<file path="config.mk">
export PLATFORM = sky130hd
export DESIGN_NAME = rmii_rate_guard
export DESIGN_NICKNAME = d
export VERILOG_FILES = /design/src/rtl/rmii_rate_guard.sv
export SDC_FILE = /design/constraint.sdc
export NUM_CORES = 1
export LEC_CHECK = 0
export BUFFER_PORTS_ARGS = -buffer_cell sky130_fd_sc_hd__clkbuf_2
export CELL_PAD_IN_SITES_DETAIL_PLACEMENT = 0
export CELL_PAD_IN_SITES_GLOBAL_PLACEMENT = 1
export CORE_AREA = 2 2 112 114
export CTS_CLUSTER_DIAMETER = 200
export DETAILED_ROUTE_END_ITERATION = 10
export DIE_AREA = 0 0 114 116
export GPL_TIMING_DRIVEN = 0
export HOLD_SLACK_MARGIN = 0.08
export PLACE_DENSITY = 0.76
export SLEW_MARGIN = 20
export SYNTH_ARGS = -nofsm -noshare
export SYNTH_HDL_FRONTEND = slang
export SYNTH_SLANG_ARGS = --single-unit
</file>
<file path="constraint.sdc">
create_clock -name clk -period 7.3 [get_ports clk]
set_input_delay 0.365 -clock clk [delete_from_list [all_inputs] [get_ports clk]]
set_output_delay 0.365 -clock clk [all_outputs]
set_load 0.01 [all_outputs]
</file>
<file path="src/rtl/rmii_rate_guard.sv">
// RMII rate guard: limits frames per window and dibits per frame, closing the forwarder for a hold-off on violation.
// Build option RATE_GUARD_STICKY_EN: BLOCK latches until a clear_block pulse instead of timing out.
module rmii_rate_guard #(
  parameter int WINDOW_CYCLES = 50000000,
  parameter int MAX_FRAMES    = 1000,
  parameter int MAX_DIBITS    = 6100,
  parameter int BLOCK_CYCLES  = 5000000
) (
  input  logic        clk,
  input  logic        rst_n,
  input  logic        enable,
  input  logic        crs_dv,
  input  logic        sigdet,
  input  logic        data_capture,
`ifdef RATE_GUARD_STICKY_EN
  input  logic        clear_block,
`endif
  output logic        close_connection,
  output logic        blocked,
  output logic        violation,
  output logic [15:0] frame_cnt,
  output logic [15:0] drop_cnt
);

  localparam int WW = (WINDOW_CYCLES > 1) ? $clog2(WINDOW_CYCLES) : 1;
  localparam int FW = $clog2(MAX_FRAMES + 1);
  localparam int DW = $clog2(MAX_DIBITS + 1);
  localparam logic [WW-1:0] WIN_LAST = WW'(WINDOW_CYCLES - 1);
  localparam logic [FW-1:0] FR_MAX   = FW'(MAX_FRAMES);
  localparam logic [DW-1:0] DIB_MAX  = DW'(MAX_DIBITS);

  typedef enum logic [1:0] {IDLE, ACTIVE, BLOCK} state_t;

  state_t          state_q, state_d;
  logic [WW-1:0]   win_q, win_d;
  logic [FW-1:0]   fiw_q, fiw_d;
  logic [DW-1:0]   dib_q, dib_d;
  logic            pend_q, pend_d;
  logic            crs_prev, dc_prev;
  logic [15:0]     frame_d, drop_d;
  logic            close_d, viol_d;
  logic            frame_start, frame_end, carrier_rise, wrap;
  logic            block_release, enter_block;

`ifdef RATE_GUARD_STICKY_EN
  assign block_release = clear_block;
`else
  localparam int HW = $clog2(BLOCK_CYCLES + 1);
  localparam logic [HW-1:0] HOLD_INIT = HW'(BLOCK_CYCLES - 1);
  logic [HW-1:0]   hold_q, hold_d;
  assign block_release = (hold_q == '0);
`endif

  assign frame_start  = data_capture & ~dc_prev;
  assign frame_end    = ~data_capture & dc_prev;
  assign carrier_rise = crs_dv & ~crs_prev;
  assign wrap         = (win_q == WIN_LAST);
  assign blocked      = (state_q == BLOCK);

  always_comb begin
    state_d     = state_q;
    win_d       = wrap ? '0 : win_q + 1'b1;
    fiw_d       = wrap ? '0 : fiw_q;
    dib_d       = dib_q;
    pend_d      = pend_q;
    frame_d     = frame_cnt;
    viol_d      = 1'b0;
    enter_block = 1'b0;
`ifndef RATE_GUARD_STICKY_EN
    hold_d      = hold_q;
`endif

    // A carrier after the quota is spent is a violation; BLOCK waits for any frame in flight.
    if (carrier_rise && fiw_q == FR_MAX && state_q != BLOCK) begin
      viol_d = 1'b1;
      pend_d = 1'b1;
    end

    case (state_q)
      IDLE: begin
        if (pend_d) begin
          enter_block = 1'b1;
        end else if (frame_start) begin
          state_d = ACTIVE;
          dib_d   = DW'(1);
          if (fiw_d != FR_MAX) fiw_d = fiw_d + 1'b1;
          if (frame_cnt != 16'hFFFF) frame_d = frame_cnt + 16'd1;
        end
      end
      ACTIVE: begin
        if (data_capture && dib_q == DIB_MAX) begin
          enter_block = 1'b1;
          viol_d      = 1'b1;
        end else begin
          if (data_capture) dib_d = dib_q + 1'b1;
          if (frame_end) begin
            if (pend_d) enter_block = 1'b1;
            else        state_d = IDLE;
          end
        end
      end
      BLOCK: begin
        if (block_release) begin
          state_d = IDLE;
          fiw_d   = '0;
          win_d   = '0;
        end
`ifndef RATE_GUARD_STICKY_EN
        else begin
          hold_d = hold_q - 1'b1;
        end
`endif
      end
      default: state_d = IDLE;
    endcase

    if (enter_block) begin
      state_d = BLOCK;
      pend_d  = 1'b0;
      dib_d   = '0;
`ifndef RATE_GUARD_STICKY_EN
      hold_d  = HOLD_INIT;
`endif
    end

    // Disable parks the guard; the lifetime counters keep their values.
    if (!enable) begin
      state_d = IDLE;
      win_d   = '0;
      fiw_d   = '0;
      dib_d   = '0;
      pend_d  = 1'b0;
      viol_d  = 1'b0;
      frame_d = frame_cnt;
`ifndef RATE_GUARD_STICKY_EN
      hold_d  = '0;
`endif
    end

    drop_d = drop_cnt;
    if (carrier_rise && close_connection && drop_cnt != 16'hFFFF) drop_d = drop_cnt + 16'd1;

    close_d = (state_d == BLOCK) || (fiw_d >= FR_MAX) || !enable || !sigdet;
  end

  always_ff @(posedge clk or negedge rst_n) begin
    if (!rst_n) begin
      state_q          <= IDLE;
      win_q            <= '0;
      fiw_q            <= '0;
      dib_q            <= '0;
      pend_q           <= 1'b0;
      crs_prev         <= 1'b0;
      dc_prev          <= 1'b0;
      frame_cnt        <= '0;
      drop_cnt         <= '0;
      close_connection <= 1'b0;
      violation        <= 1'b0;
`ifndef RATE_GUARD_STICKY_EN
      hold_q           <= '0;
`endif
    end else begin
      state_q          <= state_d;
      win_q            <= win_d;
      fiw_q            <= fiw_d;
      dib_q            <= dib_d;
      pend_q           <= pend_d;
      crs_prev         <= crs_dv;
      dc_prev          <= data_capture;
      frame_cnt        <= frame_d;
      drop_cnt         <= drop_d;
      close_connection <= close_d;
      violation        <= viol_d;
`ifndef RATE_GUARD_STICKY_EN
      hold_q           <= hold_d;
`endif
    end
  end

endmodule

</file>
# Word-level counts from Yosys, hierarchy flattened
# Cells that the tools add are included.
dict set report word_totals {
  regBits 111
  inputBits 6
  output_inout_bits 35
}
dict set report op_classes {
  n_eq_ne 17
  add_sub_neg 6
  n_reduce_logical 15
  n_mux 42
  bitwise_logic 7
  order_cmp 1
}
# cell count
set op_table {}
lappend op_table {{$mux 26} 4}
lappend op_table {{$mux 23} 4}
lappend op_table {{$mux 13} 6}
lappend op_table {{$mux 10} 6}
lappend op_table {{$add 16x1->16 const B} 2}
lappend op_table {{$ne 16x16->1 const B} 2}
lappend op_table {{$add 26x1->26 const B} 1}
lappend op_table {{$eq 26x26->1 const B} 1}
lappend op_table {{$pmux 13 s2} 1}
lappend op_table {{$logic_not 23->1} 1}
lappend op_table {{$sub 23x1->23 const B} 1}
lappend op_table {{$pmux 10 s2} 1}
lappend op_table {{$mux 2} 8}
lappend op_table {{$ne 4x4->1 const B} 4}
lappend op_table {{$add 13x1->13 const B} 1}
lappend op_table {{$eq 13x13->1 const B} 1}
lappend op_table {{$add 10x1->10 const B} 1}
lappend op_table {{$eq 10x10->1 const B} 1}
lappend op_table {{$ge 10x10->1 const B} 1}
lappend op_table {{$mux 1} 10}
lappend op_table {{$ne 10x10->1 const B} 1}
lappend op_table {{$reduce_and 5->1} 2}
lappend op_table {{$pmux 2 s3} 1}
lappend op_table {{$logic_and 1x1->1} 5}
lappend op_table {{13 further kinds} 22}

# Depth between registers and ports, before layout
# Gate-level depths: netlist (run 1).
dict set report logic_depth {
  ltp_word 15
  depth_mapped 12
  mapped_depth_nobuf 11
}

# Worst setup path before layout (run 1)
# Ideal clock, no wire load.
dict set report synth_timing {
  path_type {register -> register}
  startpoint {register win_q[10]}
  endpoint {register close_connection}
  setup_time_ns 0.126
  path_buffers 0
  arrival_ns 2.673
  required_time_ns 7.174
  path_slack_ns 4.500
  stages_incl_launch_ff 11
  path_cell_list {dfrtp_1 -> or4b_2 -> nor4_1 -> nand4_1 -> and2_1 -> ha_1 -> nand3_1 -> nor3_1 -> xnor2_1 -> nor4_1 -> a311o_1}
}
dict set report synth_between {
  elab_chain_len 12
  word_cells_on_any_way 14
  cone_classes {1 x add/sub; 1 x order compare; 2 x eq/ne; 7 x mux; 3 x reduce/logical}
}
# item line_no
set synth_rtl {}
lappend synth_rtl {{from (decl)} 35} ;# logic [WW-1:0] win_q, win_d;
lappend synth_rtl {{from (signal assigned)} 164} ;# win_q <= win_d;
lappend synth_rtl {{$eq 26x26->1 (*)} 57} ;# assign wrap = (win_q == WIN_LAST);
lappend synth_rtl {{$mux 10 (*)} 63} ;# fiw_d = wrap ? '0 : fiw_q;
lappend synth_rtl {{$add 10x1->10 or $ne 10x10->1 (tied branches)} 86} ;# if (fiw_d != FR_MAX) fiw_d = fiw_d + 1'b1;
lappend synth_rtl {{$mux 10} 86}
lappend synth_rtl {{$mux 10} 83} ;# end else if (frame_start) begin
lappend synth_rtl {{$mux 10} 81} ;# if (pend_d) begin
lappend synth_rtl {{$pmux 10 s2 (*)} 79} ;# case (state_q)
lappend synth_rtl {{$mux 10 (*)} 127} ;# if (!enable) begin
lappend synth_rtl {{$ge 10x10->1 (*)} 143} ;# close_d = (state_d == BLOCK) || (fiw_d >= FR_MAX) || !enable || !sigdet;
lappend synth_rtl {{$logic_or 1x1->1 (*) (3 in series)} 143}
lappend synth_rtl {{named net close_d} 41} ;# logic close_d, viol_d;
lappend synth_rtl {{to (signal assigned)} 172} ;# close_connection <= close_d;
lappend synth_rtl {{to (decl)} 18} ;# output logic close_connection,
# The timed path passes the listed nets; every way through them passes the cells marked *.
# A chain may end at the register's enable or synchronous reset.

# Worst setup path after layout (run 1)
# Same ends and word-level chain as after synthesis.

==> results of run 1 <==
-- metrics by stage --
stage	total power [W]	std cells	util	hold slack, ns
final	0.001324	776	0.5348	0.1536
after global routing	0.001385	776	0.5348	0.1416
after CTS	0.001342	776	0.5348	0.1379
after detailed placement	0.0008163	759	0.5077	0.3097
after global placement	0.0008088	758	0.5046	0.4763
after floorplan	0.0007540	571	-	0.06941
-- per-layer routing --
layer | vias up | routed length, µm | track usage | part of all wire
met5 | - | 0 | 0 | 0
met4 | 0 | 133 | 0.05854 | 0.012
met3 | 8 | 331 | 0.04550 | 0.031
met2 | 51 | 4932 | 0.2909 | 0.45
met1 | 2041 | 5449 | 0.2438 | 0.50
li1 | 2085 | - | - | -
-- worst reg2reg max path: cells and delay by family (launching register included) --
kind / cells / cell delay (ns)
AO/OA/AOI/OAI: 1 / 0.38
XOR/XNOR: 1 / 0.18
adder cells (fa/ha/maj): 1 / 0.25
flip-flops: 1 / 0.41
AND/OR/NAND/NOR: 7 / 1.91
-- path summary, 6_finish.rpt --
kind,cells past startpoint,to,from,slack (ns)
max,10,close_connection,win_q[10],4.04
min,1,crs_prev,crs_dv,0.15
max reg2reg,10,close_connection,win_q[10],4.04
min reg2reg,1,drop_cnt[15],drop_cnt[15],0.49
max in group asynchronous,3,fiw_q[0],rst_n,6.17
min in group asynchronous,2,win_q[15],rst_n,0.48
-- cell usage in the layout, fill, tap and decap left out, drive strengths merged, types with 3 or more instances in the layout --
cell / netlist / final
xnor2: 55 / 55
and2: 4 / 4
a21oi: 23 / 23
xor2: 36 / 36
nand2: 40 / 40
ha: 9 / 9
clkinv: 0 / 3
nor3: 22 / 22
buf: 7 / 8
nor2: 80 / 80
nor2b: 3 / 3
or3: 8 / 8
nand3: 31 / 31
inv: 19 / 20
and4: 9 / 9
o21ai: 9 / 9
or4: 6 / 6
clkbuf: 8 / 58
and3: 16 / 16
or2: 5 / 5
nand2b: 4 / 4
nor4: 13 / 13
dfrtp: 111 / 111
nand4: 24 / 24
-- flip-flops by register name, indices dropped and copies added (netlist names) --
register          flops
state_q               2
pend_q                1
frame_cnt            16
fiw_q                10
hold_q               23
win_q                26
dib_q                13
crs_prev              1
drop_cnt             16
close_connection      1
dc_prev               1
violation             1
-- power groups by stage --
stage / registers, W / clock network (W) / logic [W]
after floorplan: 0.000698 / 0 / 0.0000558
after global placement: 0.000691 / 0 / 0.000118
after detailed placement: 0.000694 / 0 / 0.000123
after CTS: 0.000682 / 0.000538 / 0.000123
after global routing: 0.000687 / 0.000562 / 0.000136
final: 0.000681 / 0.000523 / 0.000119
-- kinds of logic (layout without fill, tap and decap cells) --
family	after synthesis	count (layout)	share of synthesized area
buf+inv	34	92	0.02757
mux	3	3	0.005559
compound gates	46	46	0.05337
xor+xnor	91	91	0.1416
flops	111	111	0.4937
simple gates	277	277	0.2582
fa+ha+maj	9	9	0.02001
-- cell type report --
class | instances | area [µm²] | area share
clock buffer | 10 | 229.0 | 0.03595
multi-input combinational | 426 | 2694 | 0.4229
clock inverter | 6 | 83.83 | 0.01316
buffer | 15 | 83.83 | 0.01316
sequential | 111 | 2778 | 0.4361
timing repair buffer | 42 | 246.5 | 0.03870
inverter | 19 | 71.32 | 0.01120
tap | 147 | 183.9 | 0.02887
-- what timing repair did --
action                                 4_1_cts  5_1_grt
hold buffers                                 1        0
buffers inserted                             0        0
endpoints found under the hold margin       39        0
==> metrics.yaml, run 1 <==
critical-path-max-stage-delay_ns: 0.68
critical-path-slowest-cell: "or4b_2"
min_period_over_period: 0.4459
drcViolationCount: 0
tritoncts.num_buffers: 9
run_status: "finished clean"
finalWirelength_um: 10850
mappedNetlistArea_um2: 5627
synthDominantCellAreaShare: 0.4937
num_vias: 4185
syn-instance-count: 571
async_reset_ff_frac: 1.000
insertion_delay_ns: 0.36
antenna_cells: 0
global_route.usage.total: 0.1815
initial_utilization: 0.4724
worst-slew-pin-transition_ns: 0.9858
nFillCells: 1099
synthesis.nets: 586
std_cell_rows: 40
finish.instance_area_um2: 6370
pwr_dens_nw_per_um2: 207.8
worst_path_dominant_cell_family: "simple AND/OR/NAND/NOR gates"
core_um2: 11910
clock_power_share: 0.395
worst_hold_path_type: "in2reg"
layout.nets: 639
power.share.switching: 0.2485
synth_enable_flop_cells: 0
final.setup.worst_slack_ns: 4.045
total_switching_power_w: 0.0003290
tritoncts_clock_tree: "built"
fin_tns_setup_ns: 0
final_layout_size_suffix_gt1_frac: 0.1240
place_ws_ns: 4.061
place.detailed.hpwl_um: 7635
die_width_um: 114
setup.worst_path.start_class: "flop"
grt_antenna_before_repair: 0
post_synth.cell_area_avg_um2: 9.854
placement.cell_area_um2: 6047
ant_nets: 0
yosys.cell_types.count: 58
post_cts_resized: 0
slew_viol_final: 0
cts.sinks: 111
drt-initial-drc-count: 181
floorplan.die_area_um2: 13220
cts.clk_slew.worst_paths_ns: 0.07
largest_net_degree_at_the_start_of_global_routing: 73
required_ns: 7.54
path_max_fanout: 8
synthTopCellsByCount: "111 x dfrtp_1, 80 x nor2_1, 55 x xnor2_1, 40 x nand2_1, 36 x xor2_1"
floorplan.die.height_um: 116
cts-htree-levels: 3
setup-violations-final: 0
rsz0062_at_grt: "no"
timing_worst_setup_path_type: "reg2reg"
yosysWarnings: 0
io_pins: 41
grt_overflow_total: 0
clock.fmax_mhz: 307.2
internal-power_w: 0.0009946
wire_length_of_the_first_global_routing_pass_um: 19200
avgRoutedWirePerCell_um: 13.98
power_leakage_nw: 2.908
cp-end-kind: "flop"
cp_num_buf_inv: 0
ys_top_cells_by_area: "dfrtp_1 49%, xnor2_1 8.6%, xor2_1 5.6%"
cap_violations: 0
share_of_synthesized_area_occupied_by_flip_flops_and_latches: 0.4937
sequentialPowerShare: 0.515
synthMostInstantiatedCell: "dfrtp_1"
irDropWorstVdd_mv: 0.1620
cts-root-to-sink-buffers: 2
worst_setup_skew_after_layout_ns: 0.008504
area_delta_synth_final_pct: 13.21
globalplace.congestion: 0.8602
synth_flop_cell: "dfrtp_1"
synth_largest_area_cell: "dfrtp_1"
layout_min_cycle_time_ns: 3.255
firstDrtPassIters: 4
port_buffers: 40
power.share.combinational: 0.090
postSynthRegisterBits: 111
cts.root.buffer_cell: "clkbuf_16"
crit_path_frequent_cell: "nor4_1"
report.final.hold_viol_count: 0
slew_headroom: 0.3367
post_drt_via_cell_ratio: 5.393
crit_arrival_ns: 3.49
first_global_vias: 4093
cp_cell_sequence: "or4b_2, nor4_1, nand4_1, and2_1, ha_1, nand3_1, nor3_1, xnor2_1, nor4_1, a311o_1"
Power figures use the tool's default switching activity.
==> run 2: changes to the inputs <==
ABC_AREA = 1   (was unset)
CORE_AREA = 2 2 127 129   (was 2 2 112 114)
DIE_AREA = 0 0 129 131   (was 0 0 114 116)
PLACE_DENSITY = 0.72   (was 0.76)
clock period = 2.65 ns   (was 7.3 ns; I/O delays follow)
==> metrics.yaml, run 2 <==
cell_count_of_the_worst_reg_to_reg_path: 21
cts.sinks: 111
synth_flop_cell: "dfrtp_1"
setup.worst_path.start_class: "flop"
ant_nets: 0
mappedNetlistArea_um2: 6245
met3_global_route_usage: 0.04072
drt-initial-drc-count: 292
io_pins: 41
initial_utilization: 0.4004
grt_busiest_layer: "met2"
worstHoldPathCells: 3
post_drt_via_cell_ratio: 4.917
place.detailed.hpwl_um: 10610
nFillCells: 1550
cts-htree-levels: 3
min_period_over_period: 0.9366
slew_viol_final: 0
grt_antenna_before_repair: 0
port_buffers: 40
run_status: "finished clean"
cts.clk_slew.worst_paths_ns: 0.07
whs_ns: 0.1501
final.setup.worst_slack_ns: 0.1681
irDropWorstVdd_mv: 0.3317
num_vias: 5359
synth_largest_area_cell: "dfrtp_1"
place_ws_ns: -0.4367
power_leakage_nw: 3.463
synthMostInstantiatedCell: "nand2_1"
setup-violations-final: 0
timing_worst_setup_path_type: "reg2reg"
cts-root-to-sink-buffers: 2
final_layout_size_suffix_gt1_frac: 0.1705
async_reset_ff_frac: 1.000
core_um2: 15600
yosysWarnings: 0
worst_setup_skew_after_layout_ns: 0.009322
clock.fmax_mhz: 402.9
power.total_w: 0.003934
std_cell_rows: 46
antenna_cells: 0
pwr_dens_nw_per_um2: 539.5
cts.root.buffer_cell: "clkbuf_16"
placed_cells_incl_taps: 1056
synth_enable_flop_cells: 0
rsz0062_at_grt: "yes"
ys_top_cells_by_area: "dfrtp_1 44%, nand2_1 7.6%, nor2_1 7.5%"
globalplace.congestion: 0.8871
required_ns: 2.95
regMostFlops: "win_q"
avgRoutedWirePerCell_um: 13.47
floorplan.die_area_um2: 16900
area_delta_synth_final_pct: 16.75
tritoncts_clock_tree: "built"
cp-end-kind: "flop"
global_route.usage.total: 0.1855
crit_arrival_ns: 2.78
largest_net_degree_at_the_start_of_global_routing: 62
firstDrtPassIters: 4
largest_reg_flops: 26
layoutNonFillerInstCount: 1090
floorplan.die.height_um: 131
postSynthRegisterBits: 111
wire_length_of_the_first_global_routing_pass_um: 25210
drcViolationCount: 0
insertion_delay_ns: 0.36
die_width_um: 129
synthDominantCellAreaShare: 0.4448
report.final.hold_viol_count: 0
slew_headroom: 0.6461
first_global_vias: 5405
final_common_cell: "nand2_1"
post_synth.cell_area_avg_um2: 7.816
grt_overflow_total: 0
tritoncts.num_buffers: 9
grt_use_met1: 0.2393
reg_top3: "win_q: 26 flops, hold_q: 23 flops"
yosys.cell_types.count: 41
path_max_fanout: 5
finalWirelength_um: 14680
worst_hold_path_type: "in2reg"
layout.nets: 884
share_of_synthesized_area_occupied_by_flip_flops_and_latches: 0.4448
layout_min_cycle_time_ns: 2.482
synthTopCellsByCount: "126 x nand2_1, 125 x nor2_1, 111 x dfrtp_1, 109 x inv_1, 56 x nand3_1"
fin_tns_setup_ns: 0
cap_violations: 0
mostFrequentLayoutCells: "123 x nand2_1, 113 x nor2_1, 111 x dfrtp_1"
global_routing_met2_resource_utilization: 0.3153
synthesis.nets: 814
worst-slew-pin-transition_ns: 0.5273
syn-instance-count: 799
-- run 2: cell types whose count changed after synthesis, moves of 11 or more --
cell,change
inv_1,+90
nand2_1,+86
nor2_1,+45
xnor2_1,-43
o21ai_0,+30
nand3_1,+25
and3_1,-15
inv_2,+15
a21oi_1,+11
-- run 2: area by class of cell --
type                            instances  area [µm²]  area share
Tap cell                              216       270.3     0.03707
Sequential cell                       111        2778      0.3810
Buffer                                  6       32.53    0.004462
Clock buffer                           12       246.5     0.03381
Inverter                              124       470.5     0.06453
Clock inverter                          4       45.04    0.006178
Multi-Input combinational cell        557        3059      0.4196
Timing Repair Buffer                   60       389.1     0.05337
-- run 2: logic make-up after synthesis --
family                   share of synthesized area
multiplexers                              0.001803
buffers and inverters                      0.08054
AO/OA/AOI/OAI                              0.08715
adder cells (fa/ha/maj)                    0.01803
AND/OR/NAND/NOR                             0.3062
XOR/XNOR                                   0.06151
flip-flops                                  0.4448
-- run 2: where the power goes --
group          leakage (nW)  switching [W]  internal (W)  total (W)
Sequential             1.50       0.000132       0.00180    0.00194
Clock                 0.146       0.000618      0.000756    0.00137
Combinational          1.82       0.000385      0.000239   0.000624
-- run 2: timing repair --
item | CTS | global route
pin swaps | 9 | 14
setup endpoints to repair | 11 | 20
cloned | 0 | 0
hold endpoints to repair | 53 | 0
setup buffers | 8 | 7
gates resized for setup | 18 | 16
hold buffers | 4 | 0
-- run 2: worst max-delay path, stage by stage, from the launching register on --
cell	delay (ns)
dfrtp_1	0.36
ha_2	0.19
nand2_2	0.07
nor2_4	0.09
nand2_1	0.09
nor2_4	0.12
nand2_4	0.09
inv_6	0.08
nor2_2	0.04
inv_1	0.07
ha_2	0.18
nand3_2	0.08
nor2_2	0.11
nand3_2	0.13
nand2_2	0.12
buf_4	0.12
nor2_1	0.03
nand3_1	0.09
nand3_2	0.09
a21oi_2	0.14
nand2_1	0.07
nand2_1	0.05
-- run 2: routing by layer --
| metal | routed length (µm) | share of wire |
|---|---|---|
| met4 | 170 | 0.012 |
| met3 | 423 | 0.029 |
| met5 | 0 | 0 |
| met2 | 6921 | 0.47 |
| met1 | 7169 | 0.49 |
-- run 2: per-stage QoR --
step / util / cell area [µm²]
finish: 0.4674 / 7291
global route: 0.4674 / 7291
CTS: 0.4615 / 7198
detailed placement: 0.4329 / 6751
global placement: 0.4305 / 6715
floorplan: - / 6245
-- run 2: final timing paths --
check | startpoint | to | slack, ns
max | win_q[0] | close_connection | 0.17
min | enable | violation | 0.15
max reg2reg | win_q[0] | close_connection | 0.17
min reg2reg | frame_cnt[8] | frame_cnt[8] | 0.49
max in group asynchronous | rst_n | drop_cnt[11] | 1.71
min in group asynchronous | rst_n | win_q[9] | 0.29
